## src/rtl/hazard_flush_ctrl.sv

```systemverilog
// Hazard/flush controller: load-use stalls and mispredict squashes for the 5-stage core.
// Optional HAZARD_PERF_CNT_EN adds stall/mispredict performance counters.
module hazard_flush_ctrl #(
  parameter int unsigned LOAD_STALL_CYCLES = 1,
  parameter int unsigned FLUSH_CYCLES      = 1,
  parameter int unsigned CNT_W             = 32
) (
  input  logic             clk_i,
  input  logic             rst_i,
  input  logic [4:0]       id_rs1addr_i,
  input  logic [4:0]       id_rs2addr_i,
  input  logic             id_uses_rs2_i,
  input  logic             ex_memread_i,
  input  logic [4:0]       ex_rdaddr_i,
  input  logic             ex_branch_i,
  input  logic             ex_taken_i,
  input  logic             ex_predicted_i,
  output logic             pc_write_o,
  output logic             if_id_write_o,
  output logic             if_id_flush_o,
  output logic             id_ex_flush_o,
  output logic             pc_redirect_o,
  output logic             redirect_to_target_o,
  output logic [1:0]       state_o,
  output logic [CNT_W-1:0] stall_cnt_o,
  output logic [CNT_W-1:0] flush_cnt_o
);

  typedef enum logic [1:0] {
    RUN      = 2'd0,
    LU_STALL = 2'd1,
    REDIRECT = 2'd2
  } state_t;

  localparam logic [1:0] LU_REM    = 2'((LOAD_STALL_CYCLES > 1) ? LOAD_STALL_CYCLES - 2 : 0);
  localparam logic [1:0] FLUSH_REM = 2'((FLUSH_CYCLES > 1) ? FLUSH_CYCLES - 2 : 0);

  state_t     state_q;
  logic [1:0] rem_q;
  logic       mispredict;
  logic       load_use;

  assign mispredict = ex_branch_i & (ex_taken_i != ex_predicted_i);
  assign load_use   = ex_memread_i & (ex_rdaddr_i != 5'd0) &
                      ((ex_rdaddr_i == id_rs1addr_i) |
                       (id_uses_rs2_i & (ex_rdaddr_i == id_rs2addr_i)));

  // Outputs are combinational so ID_EX/IF_ID act on them at the same edge.
  always_comb begin
    pc_write_o           = 1'b1;
    if_id_write_o        = 1'b1;
    if_id_flush_o        = 1'b0;
    id_ex_flush_o        = 1'b0;
    pc_redirect_o        = 1'b0;
    redirect_to_target_o = 1'b0;
    if (rst_i) begin
      pc_write_o    = 1'b0;
      if_id_write_o = 1'b0;
      if_id_flush_o = 1'b1;
      id_ex_flush_o = 1'b1;
    end else begin
      case (state_q)
        RUN: begin
          if (mispredict) begin
            pc_redirect_o        = 1'b1;
            redirect_to_target_o = ex_taken_i;
            if_id_flush_o        = 1'b1;
            id_ex_flush_o        = 1'b1;
          end else if (load_use) begin
            pc_write_o    = 1'b0;
            if_id_write_o = 1'b0;
            id_ex_flush_o = 1'b1;
          end
        end
        LU_STALL: begin
          pc_write_o    = 1'b0;
          if_id_write_o = 1'b0;
          id_ex_flush_o = 1'b1;
        end
        REDIRECT: begin
          if_id_flush_o = 1'b1;
          id_ex_flush_o = 1'b1;
        end
        default: ;
      endcase
    end
  end

  always_ff @(posedge clk_i) begin
    if (rst_i) begin
      state_q <= RUN;
      rem_q   <= '0;
    end else begin
      case (state_q)
        RUN: begin
          if (mispredict) begin
            if (FLUSH_CYCLES > 1) begin
              state_q <= REDIRECT;
              rem_q   <= FLUSH_REM;
            end
          end else if (load_use) begin
            if (LOAD_STALL_CYCLES > 1) begin
              state_q <= LU_STALL;
              rem_q   <= LU_REM;
            end
          end
        end
        LU_STALL, REDIRECT: begin
          if (rem_q == 2'd0) state_q <= RUN;
          else               rem_q   <= rem_q - 2'd1;
        end
        default: state_q <= RUN;
      endcase
    end
  end

  assign state_o = state_q;

`ifdef HAZARD_PERF_CNT_EN
  logic [CNT_W-1:0] stall_cnt_q;
  logic [CNT_W-1:0] flush_cnt_q;

  always_ff @(posedge clk_i) begin
    if (rst_i) begin
      stall_cnt_q <= '0;
      flush_cnt_q <= '0;
    end else begin
      if (!pc_write_o)
        stall_cnt_q <= stall_cnt_q + CNT_W'(1);
      if ((state_q == RUN) && mispredict)
        flush_cnt_q <= flush_cnt_q + CNT_W'(1);
    end
  end

  assign stall_cnt_o = stall_cnt_q;
  assign flush_cnt_o = flush_cnt_q;
`else
  assign stall_cnt_o = '0;
  assign flush_cnt_o = '0;
`endif

endmodule
```

## config.mk

```make
export PLATFORM = sky130hd
export DESIGN_NAME = hazard_flush_ctrl
export DESIGN_NICKNAME = d
export VERILOG_FILES = /design/src/rtl/hazard_flush_ctrl.sv
export SDC_FILE = /design/constraint.sdc
export NUM_CORES = 1
export LEC_CHECK = 0
export CAP_MARGIN = 20
export CORE_MARGIN = 4
export CORE_UTILIZATION = 26
export DETAILED_ROUTE_END_ITERATION = 12
export GPL_TIMING_DRIVEN = 0
export PLACE_DENSITY = 0.85
export SLEW_MARGIN = 15
export SYNTH_ARGS = -nofsm -noshare
export SYNTH_HDL_FRONTEND = slang
export SYNTH_SLANG_ARGS = --single-unit
```

## constraint.sdc

```tcl
create_clock -name clk_i -period 1.65 [get_ports clk_i]
set_input_delay 0.165 -clock clk_i [delete_from_list [all_inputs] [get_ports clk_i]]
set_output_delay 0.165 -clock clk_i [all_outputs]
set_load 0.005 [all_outputs]
```

==> metrics.cfg <==
[outcome]
status=complete, no violations

[floorplan]
dieArea_um2=3540
core-area_um2=2500
die_x_um=59.5
fp.dieH_um=59.5
start_util_pct=27.6
io_pins=94
rows=18

[sta]
hold_viol_final=0
setup_viol=0
fin_crit_ns=1.56
final_max_slew_viol_count=0
fmax_mhz=642
whs_ns=0.822
post-route-period-util_pct=94.5
rsz0062_at_grt=false
setup_slack_ns=0.0913

[global_route]
grt_pass1_wl_mm=2.43
first_global_vias=591
grt_overflow=0
antenna_found_initial=0
grt_max_degree=4
groute.usage.overall_pct=8.60

[critical_path]
cp-start-kind=input port
critPathMaxFanout=2
arrival_ns=1.39
crit_required_ns=1.48
crit_type=in2out
endpoint_kind=output port

[logic_synthesis]
synth.most_common_cell=buf_4
synth_compound_area_share_pct=4.36
syn_area_um2=689
syn_inst=93
yosys.area.top_type_share_pct=73.0
synth-seq-area-share_pct=0
synth.area.mux_share_pct=0
yosysWarnings=0
synthAdderAreaFrac_pct=0
synth_top_family_by_area=buffers and inverters
synth_top_cell_by_area=buf_4
netlist_top_cells_count=buf_4, xor2_1, nand2_1, nor2_1
avgSynthCellArea_um2=7.41
yosysUniqueCellTypes=16
yosys.area_share.simple_pct=7.62
synthTopCellsByArea=buf_4, xor2_1, nor4_2
synth_xor_area_share_pct=14.0

[route]
dr.first_iter.drc_count=10
routedWlPerCell_um=8.14
vias=650
antenna_left=0
dr.pass1.iters=4
wl_mm=1.77
viasPerCell=3.00
drc=0

[cells_and_area]
seq_cells=0
diodes=0
regArea_um2=0
postLayoutCellArea_um2=1270
drive_above_1_share_pct=47.1
fin_nets=211
fill_cells=257
synthToLayoutAreaGrowth_pct=84.6
fin_cells=217
clock_buffers=0

[clock_tree]
hold_buffers=0

[power_and_ir_drop]
leakagePower_nw=0.850
ir_drop_mv=0.114
p_per_area_nw_per_um2=219

[placement]
port_buffers=27
dp.cells=215
gp_congestion=0.785
dp_hpwl_mm=1.62
preCtsSetupSlack_ns=-0.723
placed_area_um2=1240

[min_path]
hold_path.class=in2out

[run]
max-cap-violations=0

-- critical path, cell delays in order --
cell and delay [ns]:
clkdlybuf4s50_1 0.41, xnor2_1 0.20, a32oi_2 0.15, o31a_1 0.33, buf_2 0.14
-- worst paths after layout --
path | end | slack [ns] | from | cells past startpoint
max | if_id_write_o | 0.09 | id_rs2addr_i[0] | 5
min | redirect_to_target_o | 0.82 | ex_taken_i | 3
-- power breakdown --
group / total, mW / switching (mW) / internal (mW)
Sequential: 0 / 0 / 0
Clock: 0 / 0 / 0
Combinational: 0.278 / 0.107 / 0.171
-- metal layers --
layer	share of wire [%]	routed length (um)	up-vias	GRT usage (%)
li1	-	-	345	-
met5	0	0	-	0
met4	0	0	0	0
met2	53	940	56	17.3
met1	26	451	249	8.62
met3	21	375	0	3.49
-- placed cells by master (no fill, tap or decap), types with 2 or more instances in the layout --
cell type         n
nand2_1           2
clkdlybuf4s50_1   5
buf_4            70
dlygate4sd2_1     6
xor2_2            2
conb_1           66
clkbuf_2          2
dlymetal6s2s_1    5
buf_2             5
buf_6             3
xor2_1            8
nor2_1            2
-- logic make-up after synthesis --
group	after synthesis
compound gates	4
xor+xnor	11
simple gates	9
buf+inv	68
other cells	1
-- what timing repair did --
action	CTS	global route
endpoints found under the hold margin	0	0
pin swaps	12	8
endpoints found under the setup margin	6	3
buffers inserted	3	0
gates resized for setup	44	20
-- cell type report --
type / instances / area [um2] / area share [%]
buffer: 66 / 495 / 38.9
inverter: 1 / 3.75 / 0.295
multi-input combinational: 90 / 472 / 37.1
tap: 30 / 37.5 / 2.95
timing repair buffer: 30 / 264 / 20.7
-- through the flow --
step           TNS (ns)  total power, mW  utilization, %
2_1_floorplan         0            0.184               -
6_report              0            0.278            50.9
3_3_place_gp      -2.02            0.264            49.6
4_1_cts         -0.0986            0.263            49.8
5_1_grt               0            0.310            50.9
3_5_place_dp      -2.12            0.266            49.6
(Power assumes the default switching activity.)
